## config.mk

```make
export PLATFORM = sky130hd
export DESIGN_NAME = l2_flatten
export DESIGN_NICKNAME = d
export VERILOG_FILES = /design/src/rtl/l2_flatten.sv
export SDC_FILE = /design/constraint.sdc
export NUM_CORES = 1
export LEC_CHECK = 0
export ABC_CLOCK_PERIOD_IN_PS = 2900
export BUFFER_PORTS_ARGS = -buffer_cell sky130_fd_sc_hd__buf_2
export CORE_ASPECT_RATIO = 0.8
export CORE_MARGIN = 5
export CORE_UTILIZATION = 56
export CTS_CLUSTER_SIZE = 28
export DETAILED_ROUTE_END_ITERATION = 16
export GPL_TIMING_DRIVEN = 0
export HOLD_SLACK_MARGIN = 0.08
export PLACE_DENSITY = 0.84
export RECOVER_POWER = 25
export REMOVE_ABC_BUFFERS = 1
export SYNTH_ARGS = -nofsm -noshare
export SYNTH_HDL_FRONTEND = slang
export SYNTH_SLANG_ARGS = --single-unit
```

## constraint.sdc

```tcl
create_clock -name clk -period 2.9 [get_ports clk]
set_input_delay 0.435 -clock clk [delete_from_list [all_inputs] [get_ports clk]]
set_output_delay 0.435 -clock clk [all_outputs]
set_load 0.01 [all_outputs]
```

## src/rtl/l2_flatten.sv

```systemverilog
// rtl/l2_flatten.sv - interleaves the two layer-1 banks into the flattened layer-2 vector (optional checksum: L2_FLATTEN_CHK_EN)
module l2_flatten #(
    parameter int NUM_ELEM = 1024,
    parameter int AW       = 12,
    parameter int DW       = 20
) (
    input  logic          clk,
    input  logic          reset,
    input  logic          start,
    output logic          busy,
    output logic          done,
    output logic          crd,
    output logic [AW-1:0] caddr_rd,
    input  logic [DW-1:0] cdata_rd,
    output logic          cwr,
    output logic [AW-1:0] caddr_wr,
    output logic [DW-1:0] cdata_wr,
`ifdef L2_FLATTEN_CHK_EN
    output logic [2:0]    csel,
    output logic [23:0]   chk_sum
`else
    output logic [2:0]    csel
`endif
);

    localparam int IW = $clog2(NUM_ELEM);

    localparam logic [2:0] IDLE = 3'd0;
    localparam logic [2:0] RD0  = 3'd1;
    localparam logic [2:0] RD1  = 3'd2;
    localparam logic [2:0] WR0  = 3'd3;
    localparam logic [2:0] WR1  = 3'd4;
    localparam logic [2:0] DONE = 3'd5;

    localparam logic [2:0] SEL_IDLE = 3'b000;
    localparam logic [2:0] SEL_K0   = 3'b011;
    localparam logic [2:0] SEL_K1   = 3'b100;
    localparam logic [2:0] SEL_L2   = 3'b101;

    localparam logic [IW-1:0] LAST_IDX = IW'(NUM_ELEM - 1);

    logic [2:0]    state;
    logic [IW-1:0] idx;
    logic [IW-1:0] idx_next;

    // Next element index; only consumed on the WR1 -> RD0 transition.
    always_comb begin
        idx_next = idx + 1'b1;
    end

    // Sequencer: every output is registered and set on entry to the state it belongs to,
    // so the bus signals line up exactly with the state they describe.
    always_ff @(posedge clk or negedge reset) begin
        if (!reset) begin
            state    <= IDLE;
            idx      <= '0;
            busy     <= 1'b0;
            done     <= 1'b0;
            crd      <= 1'b0;
            cwr      <= 1'b0;
            csel     <= SEL_IDLE;
            caddr_rd <= '0;
            caddr_wr <= '0;
            cdata_wr <= '0;
        end else begin
            case (state)
                IDLE: begin
                    done <= 1'b0;
                    if (start) begin
                        state    <= RD0;
                        idx      <= '0;
                        busy     <= 1'b1;
                        crd      <= 1'b1;
                        csel     <= SEL_K0;
                        caddr_rd <= '0;
                    end
                end
                RD0: begin
                    state    <= RD1;
                    crd      <= 1'b1;
                    csel     <= SEL_K1;
                    caddr_rd <= {{(AW-IW){1'b0}}, idx};
                end
                RD1: begin
                    // Kernel-0 word returns now; it is the first write of the pair.
                    state    <= WR0;
                    crd      <= 1'b0;
                    cwr      <= 1'b1;
                    csel     <= SEL_L2;
                    caddr_wr <= {{(AW-IW-1){1'b0}}, idx, 1'b0};
                    cdata_wr <= cdata_rd;
                end
                WR0: begin
                    // Kernel-1 word returns now; it goes to the odd address.
                    state    <= WR1;
                    cwr      <= 1'b1;
                    csel     <= SEL_L2;
                    caddr_wr <= {{(AW-IW-1){1'b0}}, idx, 1'b1};
                    cdata_wr <= cdata_rd;
                end
                WR1: begin
                    cwr <= 1'b0;
                    if (idx == LAST_IDX) begin
                        state <= DONE;
                        done  <= 1'b1;
                        csel  <= SEL_IDLE;
                    end else begin
                        state    <= RD0;
                        idx      <= idx_next;
                        crd      <= 1'b1;
                        csel     <= SEL_K0;
                        caddr_rd <= {{(AW-IW){1'b0}}, idx_next};
                    end
                end
                DONE: begin
                    state <= IDLE;
                    busy  <= 1'b0;
                    done  <= 1'b0;
                    crd   <= 1'b0;
                    cwr   <= 1'b0;
                    csel  <= SEL_IDLE;
                end
                default: begin
                    state <= IDLE;
                    busy  <= 1'b0;
                    done  <= 1'b0;
                    crd   <= 1'b0;
                    cwr   <= 1'b0;
                    csel  <= SEL_IDLE;
                end
            endcase
        end
    end

`ifdef L2_FLATTEN_CHK_EN
    // Running checksum of every word written, accumulated as it is loaded into cdata_wr.
    always_ff @(posedge clk or negedge reset) begin
        if (!reset) begin
            chk_sum <= '0;
        end else if (state == IDLE && start) begin
            chk_sum <= '0;
        end else if (state == RD1 || state == WR0) begin
            chk_sum <= chk_sum + 24'(cdata_rd);
        end
    end
`endif

endmodule

```

Yosys cells after proc, flatten, opt, wreduce, memory -nomap -nowiden

Index checks and enable logic that the tools add are counted.

Input bits: 23
Bits in registers: 64
Output and inout port bits: 51
Logic and storage cells: 55

Reduce and logical (&&, ||, !) cells: 13
Bitwise gates (word level): 3
Equal/unequal tests: 8
Mux-type cells: 20
$add $sub $neg: 1

Operator list:

| cell                                                            | count |
|---|---|
| 12-bit case mux with 3 select lines                             | 1 |
| 12-bit 2-to-1 mux                                               | 2 |
| 12-bit case mux with 2 select lines                             | 1 |
| 10-bit 2-to-1 mux                                               | 2 |
| 10-bit case mux with 2 select lines                             | 1 |
| 3-bit case mux with 5 select lines                              | 1 |
| 3-bit case mux with 4 select lines                              | 1 |
| 10-bit by 1-bit adder with 10-bit output, second input constant | 1 |
| 10-bit == test, second input constant                           | 1 |
| 3-bit 2-to-1 mux                                                | 3 |
| 3-bit AND reduction                                             | 3 |
| 3-bit by 2-bit == test with 1-bit output, second input constant | 2 |
| 2-bit != test, second input constant                            | 3 |
| 1-bit case mux with 2 select lines                              | 3 |
| 1-bit case mux with 4 select lines                              | 1 |
| 2-bit AND reduction                                             | 2 |
| 2-bit nonzero test                                              | 2 |
| 2-bit OR reduction                                              | 2 |
| 4-bit OR reduction                                              | 1 |
| 3-bit by 1-bit == test with 1-bit output, second input constant | 1 |
| 3-bit == test, second input constant                            | 1 |
| 3-bit zero test                                                 | 1 |
| 1-bit 2-to-1 mux                                                | 3 |
| 1-bit NOT                                                       | 3 |
| other kinds (3)                                                 | 3 |

Depth between registers and ports, before layout

Gate-level depths: netlist of the first run.

Depth in word-level cells: 4
Gate-level depth with buffers: 7
Depth with buffers taken out: 5

Worst setup path after synthesis of the first run

Ideal clock, no wire load.

Path type: reg-to-reg
Start: reg idx[1]
End: reg caddr_rd[0]
Data required time: 2.773 ns
Cell stages (with the launch flop): 7
Arrival: 1.734 ns
Clock period less this slack: 1.862 ns
Setup time: 0.127 ns
Buffers on the path: 1
Slack: 1.038 ns
Cells stage by stage: dfrtp_1 > ha_1 > nand4_4 > nor4_4 > or2_1 > buf_6 > mux2_1

Longest elaborated chain between the ends: 3

RTL lines:

| item                                 | RTL line | RTL |
|---|---|---|
| from (decl)                          | 43       | `logic [IW-1:0] idx;` |
| from (signal assigned)               | 109      | `idx <= idx_next;` |
| 10-bit == test                       | 103      | `if (idx == LAST_IDX) begin` |
| 2-bit != test (no source line)       | n/a      |  |
| 3-bit AND reduction (no source line) | n/a      |  |
| to (signal assigned)                 | 82       | `caddr_rd <= {{(AW-IW){1'b0}}, idx};` |
| to (signal assigned)                 | 112      | `caddr_rd <= {{(AW-IW){1'b0}}, idx_next};` |
| to (decl)                            | 13       | `output logic [AW-1:0] caddr_rd,` |

No other way between the ends.
A chain may end at the register's enable or synchronous reset.

Final worst setup path of the first run

Start: reg idx[0]
End: reg caddr_rd[0]

Longest elaborated chain between the ends: 3
Elaborated cells between the ends (all ways): 6
Classes of those cells: 1 x add/sub; 2 x eq/ne; 2 x mux; 1 x reduce/logical

RTL lines:

| item                                                                              | RTL line |
|---|---|
| 10-bit by 1-bit adder with 10-bit output / 10-bit == test (equally long branches) | 48, 103 |
| 12-bit 2-to-1 mux / 2-bit != test (equally long branches)                         | n/a |
| 12-bit case mux with 3 select lines / 3-bit AND reduction (equally long branches) | n/a |

Several ways; a longest one is shown, not always the timed one. The select of a mux whose other input is x is not followed.

==> flow_summary.ini, run 1 <==
[synth]
synthArstFlopShare_pct = 100
ys_ff_latch = 61
synth_enable_flop_cells = 0
synth_sequential_area_ratio_pct = 54.2
yosys_warnings = 0
dominantRegCellSynth = dfrtp_1
unique_masters_post_synth = 53
syn_area_um2 = 2820
postSynthAreaPerCell_um2 = 11.9
post_synth_inst_count = 236

[sta]
maxClockFrequency_ghz = 0.415
finalHoldWorstSlack_ps = 314
layout_worst_path_cycle_share_pct = 83.1
worst_pin_slew_ps = 1470
unrepaired_setup_endpoints_after_global_routing = false
final.min_clock_period_ps = 2410
hold_vio_cnt_final = 0
setup_viol = 0
final-max-slew-violation-count = 0
maxSlewHeadroom_pct = 1.78
clock_skew_ps = 7.62

[power_and_ir_drop]
vdd_ir_drop_max_mv = 0.635
power_density_nw_per_um2 = 993
power_leakage_nw = 1.68
report.power.total_mw = 3.32

[clocking]
post-cts-setup-buffer-count = 0
clock_tree_from_tritoncts = built
numCtsBuffers = 9
cts-htree-levels = 3
clk_latency_ps = 340
hold_buffers = 0
post_cts.resized_instances = 0
clk_transition_reported_paths_ps = 70
clock-root-buffer = clkbuf_8
clk_path_buf_depth = 2
cts.sink_count = 61

[final_layout]
fillCellCount = 397
syn2layout_area_growth_pct = 18.6
num-nets-final = 321
multi_input_comb_area_um2 = 1140
seq_area_um2 = 1530
n_antenna_cell = 0
drive_gt1_share_pct = 41.1

[run]
maxCapViolCount = 0

[floorplanning]
placement_rows = 23
fp.dieArea_um2 = 6560
die_height_um = 73.4
io_pins = 74
initial_core_util_pct = 56.9
die_w_um = 89.3
core_area_um2 = 4950

[setup_path]
r2r_setup_slack_ps = 490
critical_path_arrival_ps = 2630
critical_path_class = register to register
critical_path.startpoint_type = register
reg2reg_from = idx[0]$_DFFE_PN0P_
critPathRequiredTime_ps = 3120
regToRegEndpoint = caddr_rd[0]$_DFFE_PN0P_
reg2regPathDepth = 5
critPathCaptureType = register
critPathMaxFanout = 10

[detailed_routing]
drtIter0Drc = 85
route.detailed.wl_per_inst_um = 15.3
vias_per_cell = 5.62
routed_wl_um = 5580
ant_nets = 0
remaining_drc_errors = 0
num_vias = 2047
detailedRoute.firstPassIterationCount = 4

[placed_design]
globalplace.congestion = 0.763
dp.final_hpwl_um = 3800
port_buffers = 70

[grt]
grt_overflow = 0
antenna_found_initial = 0
global_route_wire_length_before_repair_um = 9380
vias_in_the_first_global_route = 1911
grt_util_all_layers_pct = 19.2
grt_start_max_net_pins = 62

[hold_path]
worst_hold_path_type = primary input to register
worstHoldStart = cdata_rd[7]
min_delay_worst_endpoint = cdata_wr[7]$_DFFE_PN0P_
min_delay_path_depth = 2

[run_status]
status = finished clean
==> where the power goes <==
group	leakage [nW]	switching (mW)	internal, mW
Sequential	0.777	0.219	1.11
Clock	0.107	0.315	0.480
Combinational	0.791	0.600	0.590
Total	1.68	1.13	2.18
==> worst max path at each step <==
stage / from / slack (ps) / depth (start not counted) / to
5_1_grt: idx[0]$_DFFE_PN0P_ / 320 / 5 / caddr_rd[1]$_DFFE_PN0P_
6_report: idx[0]$_DFFE_PN0P_ / 490 / 5 / caddr_rd[0]$_DFFE_PN0P_
3_5_place_dp: idx[0]$_DFFE_PN0P_ / 500 / 5 / caddr_rd[1]$_DFFE_PN0P_
2_1_floorplan: state[2]$_DFFE_PN0P_ / 350 / 2 / caddr_wr[10]$_DFFE_PN0P_
3_3_place_gp: state[1]$_DFFE_PN0P_ / -270 / 2 / caddr_wr[4]$_DFFE_PN0P_
4_1_cts: idx[0]$_DFFE_PN0P_ / 490 / 5 / caddr_rd[1]$_DFFE_PN0P_
==> cell families after synthesis <==
family                     count (synthesis)  synth area share, %
DFF                                       61                 54.2
and+or+nand+nor                           56                 12.3
AOI/OAI and AO/OA                         53                 13.2
muxes                                     35                 13.9
buffers and inverters                     28                 5.51
adders and majority gates                  1                0.444
other                                      1                0.133
xor gates and xnor gates                   1                0.311
==> per-stage QoR <==
stage / area, um2 / setup WS, ps / setup TNS [ps] / util [%] / instances
3_3_place_gp: 3120 / -268 / -8040 / 62.9 / 347
6_report: 3340 / 490 / 0 / 67.5 / 364
2_1_floorplan: 2690 / 345 / 0 / - / 215
5_1_grt: 3340 / 321 / 0 / 67.5 / 364
3_5_place_dp: 3130 / 503 / 0 / 63.3 / 348
4_1_cts: 3340 / 486 / 0 / 67.5 / 364
==> routing by layer <==
layer	routed length [um]	track usage [%]	vias up
met5	0	0	-
met4	87	7.60	0
met3	454	7.62	10
met2	2550	28.9	65
met1	2500	25.1	991
li1	-	-	981
==> Yosys cell counts (2+ instances only) <==
cell	number	area share [%]
a211o_1	3	0.93
a21o_1	5	1.3
a21oi_1	8	1.4
a221o_1	3	1.1
a22oi_1	2	0.53
a31oi_1	2	0.44
and2_1	2	0.44
buf_2	10	1.8
buf_4	6	1.6
buf_6	2	0.80
clkbuf_1	5	0.67
dfrtp_1	61	54
inv_1	5	0.67
mux2_1	4	1.6
mux2_2	30	12
nand2_1	10	1.3
nand2b_1	2	0.44
nand3_1	3	0.53
nor2_1	10	1.3
nor3_1	7	1.2
nor3b_1	3	0.80
nor4_1	4	0.89
o21ai_0	12	2.1
o22a_1	7	2.2
o22ai_1	2	0.44
==> worst max-delay path: stages (launching register included) <==
cell     delay (ps)
dfrtp_1         550
ha_1            350
nand4_4         190
nor4_4          410
or2_1           430
mux2_1          360
==> cell usage in the layout (no fill, tap or decap), drive strengths merged, types with 3 or more instances in the layout <==
cell type and instances:
conb 3, o22a 7, nor2 10, inv 5, nor3 8, nor4 6
mux2 34, dfrtp 61, a21o 5, clkbuf 12, a211o 3, nor3b 3
a21oi 8, buf 70, clkinv 3, a221o 3, o21ai 12, nand2 10
nand3 4
==> registers in the layout (all words and copies together) (netlist names) <==
| name | cells |
|---|---|
| idx | 10 |
| state | 3 |
| caddr_rd | 10 |
| crd | 1 |
| cwr | 1 |
| done | 1 |
| cdata_wr | 20 |
| csel | 3 |
| caddr_wr | 11 |
| busy | 1 |
==> cell type report <==
| class | count | area share (%) |
|---|---|---|
| repair buffers | 71 | 10.9 |
| flip-flops and latches | 61 | 45.7 |
| clock buffers | 11 | 3.93 |
| multi-input cells | 149 | 34.3 |
| inverters | 5 | 0.562 |
| well taps | 62 | 2.32 |
| clock inverters | 5 | 2.25 |
No activity file was read; power rests on OpenSTA's default activity.
==> inputs of run 2 (changes only) <==
- ABC_CLOCK_PERIOD_IN_PS: 2900 -> 2400
- CORE_UTILIZATION: 56 -> 52
- PLACE_DENSITY: 0.84 -> 0.79
- clock period: 2.9 -> 2.4 ns (I/O delays scaled with it)
==> run 2 against run 1 <==
  * Via count fell by 1.1%
  * Sequential share of layout area increased by 0.42 points
  * Core utilization fell by 5.5 points
==> flow_summary.ini, run 2 (synthesis results as in run 1) <==
[floorplanning]
initial_core_util_pct = 52.7
die_height_um = 75.8
placement_rows = 24
core_area_um2 = 5350
die_w_um = 92.3
fp.dieArea_um2 = 7000
io_pins = 74

[grt]
grt_util_all_layers_pct = 16.5
grt_start_max_net_pins = 62
grt_overflow = 0
global_route_wire_length_before_repair_um = 8910
antenna_found_initial = 0
vias_in_the_first_global_route = 1876

[final_layout]
num-nets-final = 320
largest_register_ffs = 20
layout_commonest_cell = buf_2
syn2layout_area_growth_pct = 17.6
n_antenna_cell = 0
reg.largest.list = cdata_wr x20, caddr_wr x11
drive_gt1_share_pct = 42.0
final_cell_mix = buf_2 (69), dfrtp_1 (60), mux2_2 (30), o21ai_0 (12)
max_flop_register = cdata_wr

[sta]
layout_worst_path_cycle_share_pct = 93.9
worst_pin_slew_ps = 1480
maxClockFrequency_ghz = 0.444
clock_skew_ps = 7.68
unrepaired_setup_endpoints_after_global_routing = false
hold_vio_cnt_final = 0
final.min_clock_period_ps = 2250
setup_viol = 0
maxSlewHeadroom_pct = 1.34
finalHoldWorstSlack_ps = 249
final-max-slew-violation-count = 0

[clocking]
numCtsBuffers = 9
post-cts-setup-buffer-count = 0
clk_transition_reported_paths_ps = 70
cts-htree-levels = 3
cts.sink_count = 61
hold_buffers = 0
clock_tree_from_tritoncts = built
clk_path_buf_depth = 2
clk_latency_ps = 330
clock-root-buffer = clkbuf_8

[power_and_ir_drop]
power_density_nw_per_um2 = 1180
report.power.total_mw = 3.89
power_leakage_nw = 1.66
vdd_ir_drop_max_mv = 0.448

[setup_path]
critical_path_class = register to register
critical_path.startpoint_type = register
reg2reg_from = idx[0]$_DFFE_PN0P_
critPathCaptureType = register
cp-startpoint = idx[0]$_DFFE_PN0P_
critical_path_arrival_ps = 2470
critPathMaxFanout = 10
critPathRequiredTime_ps = 2610

[placed_design]
globalplace.congestion = 0.836
dp.final_hpwl_um = 3710
port_buffers = 70

[detailed_routing]
remaining_drc_errors = 0
num_vias = 2024
route.detailed.wl_per_inst_um = 15.1
ant_nets = 0
detailedRoute.firstPassIterationCount = 4
routed_wl_um = 5500
vias_per_cell = 5.55
drtIter0Drc = 132

[run_status]
status = finished clean

[run]
maxCapViolCount = 0

[hold_path]
worstHoldStart = cdata_rd[7]
worst_hold_path_type = primary input to register
## run 2: cell count changes in the layout (fill, tap and decap cells not counted)
cell / delta
nor2b_2: -1
buf_8: -1
clkbuf_1: -1
dfrtp_1: -1
a21o_1: -1
nor2b_4: +1
bufinv_16: -1
or2_1: -1
a21o_2: +1
or2_4: +1
dfrtp_2: +1
clkinvlp_4: +1
## run 2: per-layer routing
layer | track usage, % | vias up | wire, um
li1 | - | 979 | -
met1 | 21.8 | 965 | 2570
met2 | 24.6 | 74 | 2400
met3 | 6.71 | 6 | 460
met4 | 6.26 | 0 | 67
met5 | 0 | - | 0
## run 2: cell type report
type	instances	area, um2
Timing Repair Buffer	70	350
Tap cell	65	81.3
Inverter	5	18.8
Multi-Input combinational cell	149	1150
Clock buffer	10	128
Fill cell	438	2030
Sequential cell	61	1530
Clock inverter	5	52.6
## run 2: per-stage QoR
stage | area [um2] | setup WS (ps) | utilization, % | TNS, ps | instances
final | 3310 | 148 | 62.0 | 0 | 365
after global routing | 3310 | 6.17 | 62.0 | 0 | 365
after CTS | 3310 | 34.1 | 61.9 | 0 | 365
after detailed placement | 3130 | -6.86 | 58.5 | -6.86 | 350
after global placement | 3120 | -835 | 58.4 | -26220 | 350
after floorplan | 2690 | -155 | - | -4560 | 215
## run 2: path summary, 6_finish.rpt
path / to / slack, ps / depth (start not counted)
min in group asynchronous: done$_DFFE_PN0P_ / 370 / 1
hold reg to reg: caddr_wr[6]$_DFFE_PN0P_ / 480 / 1
hold / removal: cdata_wr[7]$_DFFE_PN0P_ / 250 / 2
setup reg to reg: caddr_rd[1]$_DFFE_PN0P_ / 150 / 5
max in group asynchronous: state[2]$_DFFE_PN0P_ / 1060 / 1
setup / recovery: caddr_rd[1]$_DFFE_PN0P_ / 150 / 5
## run 2: repair_timing
action | in CTS | in global routing
setup endpoints to repair | 2 | 6
pin swaps | 0 | 0
gates resized for setup | 1 | 2
## run 2: critical path, stage by stage, from the launching register on
cell and delay [ps]:
dfrtp_1 540, ha_1 360, nand4_4 200, nor4_4 420, or2_4 270, mux2_1 330
## run 2: where the power goes
group          internal (mW)  switching (mW)
Sequential              1.35           0.268
Combinational          0.708           0.725
Clock                  0.468           0.376
